**config.mk**
```make
export PLATFORM = sky130hd
export DESIGN_NAME = id_ex_stage
export DESIGN_NICKNAME = d
export VERILOG_FILES = /design/src/rtl/rv32i_pkg.sv /design/src/rtl/hazard_detect.sv /design/src/rtl/id_ex_stage.sv
export SDC_FILE = /design/constraint.sdc
export NUM_CORES = 1
export LEC_CHECK = 0
export ABC_AREA = 1
export BUFFER_PORTS_ARGS = -buffer_cell sky130_fd_sc_hd__buf_4
export CAP_MARGIN = 10
export CELL_PAD_IN_SITES_DETAIL_PLACEMENT = 2
export CELL_PAD_IN_SITES_GLOBAL_PLACEMENT = 2
export CORE_ASPECT_RATIO = 0.6
export CORE_MARGIN = 4
export CORE_UTILIZATION = 25
export DETAILED_ROUTE_END_ITERATION = 6
export PLACE_DENSITY = 0.88
export SYNTH_ARGS = -nofsm -noshare
export SYNTH_HDL_FRONTEND = slang
export SYNTH_SLANG_ARGS = --single-unit
```
**constraint.sdc**
```tcl
create_clock -name clk -period 1.9 [get_ports clk]
set_input_delay 0.095 -clock clk [delete_from_list [all_inputs] [get_ports clk]]
set_output_delay 0.095 -clock clk [all_outputs]
set_load 0.1 [all_outputs]
```
**src/rtl/rv32i_pkg.sv**
```systemverilog
// Shared RV32I decode encodings: opcodes, ALUOp/WriteBack/ImmControl codes
// and the ID/EX control word with its bubble value.
package rv32i_pkg;

  localparam logic [6:0] OP_LUI    = 7'b0110111;
  localparam logic [6:0] OP_AUIPC  = 7'b0010111;
  localparam logic [6:0] OP_JAL    = 7'b1101111;
  localparam logic [6:0] OP_JALR   = 7'b1100111;
  localparam logic [6:0] OP_BRANCH = 7'b1100011;
  localparam logic [6:0] OP_LOAD   = 7'b0000011;
  localparam logic [6:0] OP_STORE  = 7'b0100011;
  localparam logic [6:0] OP_IMM    = 7'b0010011;
  localparam logic [6:0] OP_REG    = 7'b0110011;

  localparam logic [3:0] ALU_ADD  = 4'b0000;
  localparam logic [3:0] ALU_SUB  = 4'b0001;
  localparam logic [3:0] ALU_AND  = 4'b0010;
  localparam logic [3:0] ALU_OR   = 4'b0011;
  localparam logic [3:0] ALU_XOR  = 4'b0100;
  localparam logic [3:0] ALU_SLL  = 4'b0101;
  localparam logic [3:0] ALU_SRL  = 4'b0110;
  localparam logic [3:0] ALU_SRA  = 4'b0111;
  localparam logic [3:0] ALU_SLT  = 4'b1000;
  localparam logic [3:0] ALU_SLTU = 4'b1001;

  localparam logic [2:0] WB_ALU   = 3'b000;
  localparam logic [2:0] WB_MEM   = 3'b001;
  localparam logic [2:0] WB_PC4   = 3'b010;
  localparam logic [2:0] WB_LUI   = 3'b011;
  localparam logic [2:0] WB_AUIPC = 3'b100;

  localparam logic [2:0] IMM_I = 3'b000;
  localparam logic [2:0] IMM_S = 3'b001;
  localparam logic [2:0] IMM_B = 3'b010;
  localparam logic [2:0] IMM_U = 3'b011;
  localparam logic [2:0] IMM_J = 3'b100;

  typedef struct packed {
    logic       reg_write;
    logic       mem_read;
    logic       mem_write;
    logic       alu_src;
    logic       jump;
    logic       branch;
    logic       muxjalr;
    logic [3:0] alu_op;
    logic [2:0] write_back;
    logic [2:0] funct3;
  } ctrl_t;

  localparam ctrl_t CTRL_BUBBLE = '0;

endpackage

```
**src/rtl/hazard_detect.sv**
```systemverilog
// Combinational load-use detection and front-end stall generation.
// Kept standalone so the forwarding unit can share the same compare.
module hazard_detect #(
  parameter int REG_AW = 5
) (
  input  logic              ValidE,
  input  logic              MemReadE,
  input  logic [REG_AW-1:0] RdE,
  input  logic              ValidD,
  input  logic [REG_AW-1:0] Rs1D,
  input  logic [REG_AW-1:0] Rs2D,
  input  logic              FlushE,
  input  logic              StallE,
  output logic              ldu,
  output logic              StallF,
  output logic              StallD
);

  // Rs2D is compared for every format; an I-type false stall is harmless.
  assign ldu = ValidE & MemReadE & (RdE != '0) & ValidD &
               ((RdE == Rs1D) | (RdE == Rs2D));

  assign StallF = StallE | (ldu & ~FlushE);
  assign StallD = StallF;

endmodule

```
**src/rtl/id_ex_stage.sv**
```systemverilog
// ID/EX pipeline register with load-use bubble insertion, EX hold and flush.
// Optional IDEX_PERF_CNT_EN adds BubbleCnt/StallCnt event counters.
module id_ex_stage
  import rv32i_pkg::*;
#(
  parameter int XLEN   = 32,
  parameter int REG_AW = 5
) (
  input  logic              clk,
  input  logic              rst,
  input  logic              StallE,
  input  logic              FlushE,
  input  logic              ValidD,
  input  logic              RegWriteD,
  input  logic              MemReadD,
  input  logic              MemWriteD,
  input  logic              ALUSrcD,
  input  logic              JumpD,
  input  logic              BranchD,
  input  logic              MuxjalrD,
  input  logic [3:0]        ALUOpD,
  input  logic [2:0]        WriteBackD,
  input  logic [2:0]        funct3D,
  input  logic [XLEN-1:0]   RD1D,
  input  logic [XLEN-1:0]   RD2D,
  input  logic [XLEN-1:0]   ImmExtD,
  input  logic [XLEN-1:0]   PCD,
  input  logic [XLEN-1:0]   PCPlus4D,
  input  logic [REG_AW-1:0] Rs1D,
  input  logic [REG_AW-1:0] Rs2D,
  input  logic [REG_AW-1:0] RdD,
  output logic              ValidE,
  output logic              RegWriteE,
  output logic              MemReadE,
  output logic              MemWriteE,
  output logic              ALUSrcE,
  output logic              JumpE,
  output logic              BranchE,
  output logic              MuxjalrE,
  output logic [3:0]        ALUOpE,
  output logic [2:0]        WriteBackE,
  output logic [2:0]        funct3E,
  output logic [XLEN-1:0]   RD1E,
  output logic [XLEN-1:0]   RD2E,
  output logic [XLEN-1:0]   ImmExtE,
  output logic [XLEN-1:0]   PCE,
  output logic [XLEN-1:0]   PCPlus4E,
  output logic [REG_AW-1:0] Rs1E,
  output logic [REG_AW-1:0] Rs2E,
  output logic [REG_AW-1:0] RdE,
`ifdef IDEX_PERF_CNT_EN
  output logic [31:0]       BubbleCnt,
  output logic [31:0]       StallCnt,
`endif
  output logic              StallF,
  output logic              StallD
);

  ctrl_t ctrl_d;
  ctrl_t ctrl_e;
  logic  ldu;
  logic  load_bubble;

  assign ctrl_d = '{reg_write:  RegWriteD,
                    mem_read:   MemReadD,
                    mem_write:  MemWriteD,
                    alu_src:    ALUSrcD,
                    jump:       JumpD,
                    branch:     BranchD,
                    muxjalr:    MuxjalrD,
                    alu_op:     ALUOpD,
                    write_back: WriteBackD,
                    funct3:     funct3D};

  hazard_detect #(.REG_AW(REG_AW)) u_hazard_detect (
    .ValidE   (ValidE),
    .MemReadE (ctrl_e.mem_read),
    .RdE      (RdE),
    .ValidD   (ValidD),
    .Rs1D     (Rs1D),
    .Rs2D     (Rs2D),
    .FlushE   (FlushE),
    .StallE   (StallE),
    .ldu      (ldu),
    .StallF   (StallF),
    .StallD   (StallD)
  );

  assign load_bubble = FlushE | ldu;

  // StallE outranks FlushE: the EX owner holds FlushE until the hold drops.
  always_ff @(posedge clk) begin
    if (rst || (!StallE && load_bubble)) begin
      ctrl_e   <= CTRL_BUBBLE;
      ValidE   <= 1'b0;
      RD1E     <= '0;
      RD2E     <= '0;
      ImmExtE  <= '0;
      PCE      <= '0;
      PCPlus4E <= '0;
      Rs1E     <= '0;
      Rs2E     <= '0;
      RdE      <= '0;
    end else if (!StallE) begin
      ctrl_e   <= ctrl_d;
      ValidE   <= ValidD;
      RD1E     <= RD1D;
      RD2E     <= RD2D;
      ImmExtE  <= ImmExtD;
      PCE      <= PCD;
      PCPlus4E <= PCPlus4D;
      Rs1E     <= Rs1D;
      Rs2E     <= Rs2D;
      RdE      <= RdD;
    end
  end

  assign RegWriteE  = ctrl_e.reg_write;
  assign MemReadE   = ctrl_e.mem_read;
  assign MemWriteE  = ctrl_e.mem_write;
  assign ALUSrcE    = ctrl_e.alu_src;
  assign JumpE      = ctrl_e.jump;
  assign BranchE    = ctrl_e.branch;
  assign MuxjalrE   = ctrl_e.muxjalr;
  assign ALUOpE     = ctrl_e.alu_op;
  assign WriteBackE = ctrl_e.write_back;
  assign funct3E    = ctrl_e.funct3;

`ifdef IDEX_PERF_CNT_EN
  always_ff @(posedge clk) begin
    if (rst) begin
      BubbleCnt <= '0;
      StallCnt  <= '0;
    end else begin
      if (StallE)
        StallCnt <= StallCnt + 32'd1;
      if (!StallE && load_bubble)
        BubbleCnt <= BubbleCnt + 32'd1;
    end
  end
`endif

endmodule

```
# After elaboration in Yosys (flattened, before gate mapping)
# Cells that the tools add are included.
# op_classes
eq_ne	2
n_bitwise	9
reduce_logical	4
# ops
operator	count
$eq A5 B5 Y1	2
$and A1 B1 Y1	5
$reduce_bool A5 Y1	1
$or A1 B1 Y1	3
$logic_and A1 B1 Y1	1
$logic_not A1 Y1	1
$logic_or A1 B1 Y1	1
$not A1 Y1	1
# totals
ff_bits	193
inputBits	197
output_inout_bits	195
word_cells	34

# Longest topological paths before layout
# Gate-level depths: netlist (run 1).
# depth
depth_word	7
depth_mapped	13
mapped_depth_nobuf	11

# By module
# From an unflattened synthesis (run 1), not the netlist that was laid out.
# hier_totals
cells_unflattened	1089
hier_area_um2	7991.4
# by_module_without_submodules
module	n_inst	cells_each	area_per_inst_um2	seq_area_each_um2
id_ex_stage	1	1033	7758.7	3863.7
hazard_detect	1	56	232.7	0.0

# Worst setup path after synthesis (run 1)
# OpenSTA, ideal clock, no wires.
# synth_path
path_kind	reg2out
startpoint	register RdE[1]
endpoint	output StallF
arrival_ns	4.291
t_required_ns	1.805
slack_ns	-2.486
stages_incl_launch_ff	10
n_path_buf	1
cell_sequence	dfxtp_1 -> inv_1 -> nand2_1 -> nand2_1 -> nor2_1 -> nand3_1 -> nand2_1 -> nand2_1 -> o21ai_0 -> buf_4
# synth_via
elab_chain_len	6
word_cells_on_any_way	9
cone_classes	2 x eq/ne; 6 x bitwise; 1 x reduce/logical
# synth_lines
element	line	rtl
from (decl)	id_ex_stage.sv:50	output logic [REG_AW-1:0] RdE,
from (signal assigned)	id_ex_stage.sv:114	RdE <= RdD;
$reduce_bool A5 Y1	hazard_detect.sv:20	assign ldu = ValidE & MemReadE & (RdE != '0) & ValidD &
$and A1 B1 Y1 (2 in series)	hazard_detect.sv:20	
$and A1 B1 Y1 *	hazard_detect.sv:20	
$and A1 B1 Y1 *	hazard_detect.sv:23	assign StallF = StallE | (ldu & ~FlushE);
$or A1 B1 Y1 *	hazard_detect.sv:23	
to (decl)	id_ex_stage.sv:55	output logic StallF,
# Every way passes the cells marked *; elsewhere a longest branch is shown, timed or not.

# Worst setup path in the final report (run 1)
# layout_path
startpoint	register RdE[0]
endpoint	output StallD
# layout_via
elab_chain_len	6
word_cells_on_any_way	9
cone_classes	2 x eq/ne; 6 x bitwise; 1 x reduce/logical
# layout_lines
element	line	rtl
$reduce_bool A5 Y1	hazard_detect.sv:20	
$and A1 B1 Y1 (2 in series)	hazard_detect.sv:20	
$and A1 B1 Y1 *	hazard_detect.sv:20	
$and A1 B1 Y1 *	hazard_detect.sv:23	
$or A1 B1 Y1 *	hazard_detect.sv:23	
to (decl)	id_ex_stage.sv:56	output logic StallD
# Marks and branches as above.

==> impl_metrics.json, run 1 <==
{
  "run_status": "finished with violations",
  "violations": "negative setup slack",
  "drive_above_1_share": 0.398,
  "p_clk_frac": 0.335,
  "syn_nets": 891,
  "comb_power_share": 0.297,
  "die_area_sq_mm": 0.0309,
  "synth_area_leader_cell": "dfxtp_1",
  "fin_crit_ns": 2.09,
  "critPathLaunch": "RdE[0]",
  "grt_pass1_vias": 8759,
  "grt.total_usage": 0.247,
  "utilization": 0.489,
  "syn-mean-instance-area_sq_um": 10.1,
  "r2r_start": "RdE[4]",
  "tns_ns": -4.21,
  "worstHoldPathType": "in2reg",
  "switchingPower_mw": 4.40,
  "grt_max_degree": 60,
  "seqPwrFrac": 0.368,
  "synthDistinctLibCells": 14,
  "p_sw_frac": 0.367,
  "max_slew_margin": 0.672,
  "core-area_sq_mm": 0.0276,
  "syn_inst": 694,
  "cp-end-kind": "primary output",
  "cap_viol_max_count": 0,
  "netlist_area_sq_mm": 0.00701,
  "yosys-top-cells-area": "dfxtp_1 55%, mux2i_1 26%, nor2_1 11%",
  "powerDensity_mw_per_mm2": 890,
  "drt-initial-drc-count": 314,
  "drc_errors": 0,
  "finalHoldViolations": 0,
  "nets": 1484,
  "place_area_sq_mm": 0.0105,
  "root_buffer": "clkbuf_16",
  "ir_drop_mv": 0.469,
  "synth_top_area_share": 0.551,
  "cp_max_fo": 6,
  "gp_congestion": 0.812,
  "pre_cts_ws_ns": 0.168,
  "cts_buffers": 17,
  "whs_ns": 0.0788,
  "clk_latency_ns": 0.45,
  "wl_per_cell_microns": 25.7,
  "ys_ff_latch": 193,
  "io_buffers": 391,
  "finalInstanceArea_sq_mm": 0.0135,
  "rsz0062_at_grt": "yes",
  "ys_warn_count": 0,
  "firstDrtPassIters": 4,
  "drtAntennaViolNets": 0,
  "worst-endpoint-arrival_ns": 2.00,
  "routed_wl_mm": 42.9,
  "cp_data_required_time_ns": 1.80,
  "nFillCells": 2779,
  "layout.cells.non_filler": 1668,
  "area_delta_synth_final_pct": 92.5,
  "max_freq_mhz": 478,
  "setup_ws_ns": -0.194,
  "rows": 47,
  "maxSlewViolCount": 0,
  "p_int_mw": 7.60,
  "fin_skew_ns": 0.0160,
  "cp-start-kind": "flip-flop",
  "dieHeight_microns": 138,
  "io_pins": 392,
  "min_from": "Rs1D[0]",
  "clkTransAtPathRegs_ns": 0.08,
  "setup_viol": 151,
  "grt_pass1_wl_mm": 57.2,
  "htreeDepth": 4,
  "power_mw": 12.0,
  "worstSetupPathType": "reg2out",
  "vias": 7493,
  "viasPerCell": 4.49,
  "die_w_microns": 224,
  "antenna_found_initial": 1,
  "hpwl_mm": 22.5,
  "p_leak_nw": 6.61,
  "gr-total-overflow": 0,
  "tritoncts": "done",
  "post-route-period-util": 1.10,
  "clockBufferDepth": 2,
  "clock_sinks": 193,
  "worst_pin_slew_ns": 0.478,
  "initial_core_util": 0.254,
  "synth_seq_area_share": 0.551,
  "placed_cells": 1427
}
final timing paths:
kind / end / slack (ns) / cells past startpoint
max: StallD / -0.19 / 9
min: Rs1E[0] / 0.08 / 5
max reg2reg: MemWriteE / -0.15 / 12
min reg2reg: RD2E[1] / 0.52 / 2
Yosys cell counts:
cell,n
nand4_1,2
nor2_1,200
buf_2,10
xnor2_1,2
inv_2,2
mux2i_1,181
dfxtp_1,193
inv_1,15
clkbuf_2,1
clkbuf_1,12
nand2_1,39
buf_4,22
o21ai_0,13
nand3_1,2
power groups by stage:
stage          clock, mW  sequential, mW  combinational, mW
5_1_grt             4.26            4.44               3.68
6_report            4.02            4.42               3.56
2_1_floorplan          0            5.94              0.566
3_5_place_dp           0            4.47               2.94
3_3_place_gp           0            4.46               2.87
4_1_cts             4.02            4.38               3.29
kinds of logic (layout without fill, tap and decap cells):
group / Yosys count / after routing / share of synthesized area
AO/OA/AOI/OAI: 13 / 13 / 0.00929
XOR/XNOR: 2 / 2 / 0.00250
buffers and inverters: 62 / 668 / 0.0470
flip-flops: 193 / 193 / 0.551
multiplexers: 181 / 181 / 0.259
other: 0 / 1 / 0
AND/OR/NAND/NOR: 243 / 243 / 0.131
cell type report:
cell class,instances,area [sq um],area share
clock buffer,19,453,0.0336
tap,367,459,0.0340
clock inverter,13,174,0.0129
multi-input combinational,439,2970,0.220
inverter,17,73.8,0.00547
sequential,193,3880,0.288
antenna,1,2.50,0.000185
timing repair buffer,619,5470,0.406
cell usage in the layout, fill, tap and decap left out, types with 3 or more instances in the layout:
| cell type | instances |
|---|---|
| buf_12 | 11 |
| nand2_1 | 23 |
| nand2_2 | 10 |
| nor2_1 | 178 |
| inv_1 | 10 |
| mux2i_1 | 181 |
| inv_6 | 3 |
| inv_2 | 4 |
| nor2_2 | 21 |
| buf_4 | 406 |
| inv_4 | 3 |
| dfxtp_1 | 186 |
| dfxtp_4 | 5 |
| buf_8 | 3 |
| clkbuf_16 | 27 |
| dlygate4sd3_1 | 187 |
| bufinv_16 | 3 |
| o21ai_0 | 12 |
| nand2_4 | 5 |
flip-flops by register name, indices dropped and copies added (netlist names):
name / cells
ALUOpE: 4
ALUSrcE: 1
BranchE: 1
ImmExtE: 32
JumpE: 1
MemReadE: 1
MemWriteE: 1
MuxjalrE: 1
PCE: 32
PCPlus4E: 32
RD1E: 32
RD2E: 32
RdE: 5
RegWriteE: 1
Rs1E: 5
Rs2E: 5
ValidE: 1
WriteBackE: 3
funct3E: 3
timing repair:
action	CTS	global route
pin swaps	3	8
endpoints found under the setup margin	2	153
hold endpoints to repair	187	0
resized for setup	12	50
hold buffers	187	0
gates cloned	0	10
setup buffers	2	9
layer usage:
layer  part of all wire  GRT usage  wire length, microns
met1               0.38      0.263                 16300
met2               0.54      0.484                 23200
met3              0.053     0.0635                  2280
met4              0.027     0.0749                  1180
met5                  0          0                     0
critical path, stage by stage, from the launching register on:
cell     delay, ns
dfxtp_4       0.40
inv_2         0.06
nand2_1       0.09
nand2_1       0.09
nor2_2        0.14
nand3_1       0.10
nand2_2       0.10
nand2_4       0.07
o21ai_4       0.27
buf_12        0.22
No activity file was read; power rests on OpenSTA's default activity.
==> run 2, diff against run 1 <==
--- a/config.mk
+++ b/config.mk
@@ -6,15 +6,16 @@
 export NUM_CORES = 1
 export LEC_CHECK = 0
 export ABC_AREA = 1
-export BUFFER_PORTS_ARGS = -buffer_cell sky130_fd_sc_hd__buf_4
-export CAP_MARGIN = 10
+export BUFFER_PORTS_ARGS = -buffer_cell sky130_fd_sc_hd__clkbuf_2
+export CAP_MARGIN = 25
 export CELL_PAD_IN_SITES_DETAIL_PLACEMENT = 2
 export CELL_PAD_IN_SITES_GLOBAL_PLACEMENT = 2
 export CORE_ASPECT_RATIO = 0.6
 export CORE_MARGIN = 4
-export CORE_UTILIZATION = 25
+export CORE_UTILIZATION = 26
+export CTS_BUF_LIST = sky130_fd_sc_hd__clkbuf_4 sky130_fd_sc_hd__clkbuf_8
 export DETAILED_ROUTE_END_ITERATION = 6
-export PLACE_DENSITY = 0.88
+export PLACE_DENSITY = 0.91
 export SYNTH_ARGS = -nofsm -noshare
 export SYNTH_HDL_FRONTEND = slang
 export SYNTH_SLANG_ARGS = --single-unit
==> impl_metrics.json, run 2 (synthesis gave the netlist of run 1 again) <==
{
  "worstHoldPathType": "in2reg",
  "core-area_sq_mm": 0.0265,
  "rr_endpoint": "RdE[0]",
  "run_status": "finished with violations",
  "p_clk_frac": 0.253,
  "gr-total-overflow": 0,
  "grt_max_degree": 85,
  "routed_wl_mm": 48.7,
  "r2r_start": "RdE[0]",
  "post-route-period-util": 1.16,
  "p_sw_frac": 0.418,
  "maxSlewViolCount": 0,
  "area_delta_synth_final_pct": 84.3,
  "finalHoldViolations": 0,
  "io_pins": 392,
  "p_leak_nw": 6.33,
  "worst-endpoint-arrival_ns": 2.58,
  "switchingPower_mw": 4.50,
  "drive_above_1_share": 0.475,
  "initial_core_util": 0.265,
  "whs_ns": 0.116,
  "cp-end-kind": "flip-flop",
  "vias": 7960,
  "root_buffer": "clkbuf_8",
  "worst_pin_slew_ns": 0.646,
  "rows": 46,
  "die_w_microns": 220,
  "cp-start-kind": "flip-flop",
  "ff2ff_path_depth": 13,
  "comb_power_share": 0.334,
  "fin_crit_ns": 2.21,
  "setup_viol": 195,
  "max_slew_margin": 0.571,
  "dieHeight_microns": 135,
  "wl_per_cell_microns": 29.1,
  "max_freq_mhz": 453,
  "powerDensity_mw_per_mm2": 833,
  "viasPerCell": 4.76,
  "setup_ws_ns": -0.310,
  "critPathLaunch": "RdE[0]",
  "cts_buffers": 17,
  "violations": "negative setup slack",
  "grt_pass1_vias": 8937,
  "io_buffers": 391,
  "worstSetupPathType": "reg2reg",
  "cp_max_fo": 40,
  "drt-initial-drc-count": 419,
  "clkTransAtPathRegs_ns": 0.10,
  "tns_ns": -43.32,
  "clk_latency_ns": 0.52,
  "nets": 1496,
  "gp_congestion": 0.771,
  "critPathSlowestCell": "dfxtp_4",
  "grt_pass1_wl_mm": 57.1,
  "firstDrtPassIters": 6,
  "ir_drop_mv": 0.415,
  "p_int_mw": 6.26,
  "grt.total_usage": 0.256,
  "antenna_found_initial": 2,
  "slowest_delay_ns": 0.39,
  "tritoncts": "done",
  "hpwl_mm": 21.2,
  "cp_cell_sequence": "nor2_1 -> nor2_1 -> nor2_2 -> nand3_2 -> nand2_2 -> nand2_4 -> buf_4 -> buf_4 -> nand2_4 -> nand2_8 -> nand2_8 -> clkbuf_16 -> nor2_1",
  "layout_commonest_cell": "clkbuf_2",
  "critPathCapture": "RdE[0]",
  "drtAntennaViolNets": 0,
  "fin_skew_ns": 0.0391,
  "reg2reg_slack_ns": -0.31,
  "pre_cts_ws_ns": 0.132,
  "die_area_sq_mm": 0.0297,
  "final_cell_mix": "388 x clkbuf_2, 192 x dlygate4sd3_1, 186 x dfxtp_1, 181 x mux2i_1, 98 x nor2_2",
  "drc_errors": 0,
  "clockBufferDepth": 2,
  "min_path_cells": 3,
  "cp_common_cell": "nor2_1",
  "htreeDepth": 4,
  "seqPwrFrac": 0.413,
  "cp_data_required_time_ns": 2.27,
  "cap_viol_max_count": 0,
  "clock_sinks": 193,
  "rsz0062_at_grt": "yes"
}
run 2: cell count changes in the layout (fill, tap and decap cells not counted), moves of 5 or more:
| cell | delta |
|---|---|
| nor2_2 | +77 |
| buf_4 | -397 |
| clkbuf_2 | +388 |
| clkbuf_8 | +16 |
| nor2_4 | +21 |
| dlygate4sd3_1 | +5 |
| nor2_1 | -98 |
| clkbuf_16 | -13 |
run 2: how the worst min path moves through the flow:
stage          startpoint       end  slack (ns)
6_report           StallE  RD2E[11]        0.12
3_5_place_dp      PCD[24]   PCE[24]        0.36
2_1_floorplan      ValidD    ValidE        0.25
4_1_cts           Rs2D[3]   Rs2E[3]        0.03
3_3_place_gp       PCD[2]    PCE[2]        0.34
5_1_grt            StallE  RD2E[11]         0.1
run 2: area by class of cell:
class | instances | area, sq um
clock buffers | 20 | 263
well taps | 360 | 450
clock inverters | 10 | 78.8
inverters | 17 | 73.8
fillers | 2703 | 13600
diodes | 2 | 5.00
repair buffers | 629 | 4780
multi-input cells | 441 | 3380
flip-flops and latches | 193 | 3880
run 2: metrics by stage:
step                      cells   util  power, mW  cell area, sq um
after floorplan             694      -       6.51              7050
after global placement     1410  0.354       7.04              9370
after detailed placement   1410  0.354       7.12              9370
after CTS                  1633  0.440       10.0             11600
after global routing       1672  0.488       11.1             12900
final                      1672  0.488       10.8             12900
run 2: power groups by stage:
stage	clock network [mW]	logic (mW)	registers (mW)
floorplan	0	0.566	5.94
global placement	0	2.60	4.45
detailed placement	0	2.65	4.47
CTS	2.64	2.99	4.38
global route	2.92	3.69	4.46
finish	2.73	3.60	4.44
run 2: metal layers:
metal  share of wire  GRT usage  wire length, microns  vias up
met5               0          0                     0        -
met4           0.035     0.0972                  1720        0
met3           0.070     0.0787                  3410      111
met2            0.52      0.486                 25500      387
met1            0.37      0.264                 18100     3988
li1                -          -                     -     3474
run 2: repair_timing:
| item | in CTS | in global routing |
|---|---|---|
| setup endpoints to repair | 2 | 195 |
| endpoints found under the hold margin | 192 | 0 |
| buffers inserted | 1 | 11 |
| hold buffers | 192 | 0 |
| pin swaps | 1 | 14 |
| gates cloned | 0 | 26 |
| gates resized for setup | 1 | 197 |
run 2: critical path, delay by kind of cell (launching register included):
family | cells | cell delay, ns
buf+inv | 3 | 0.54
simple gates | 10 | 1.12
flops | 1 | 0.39
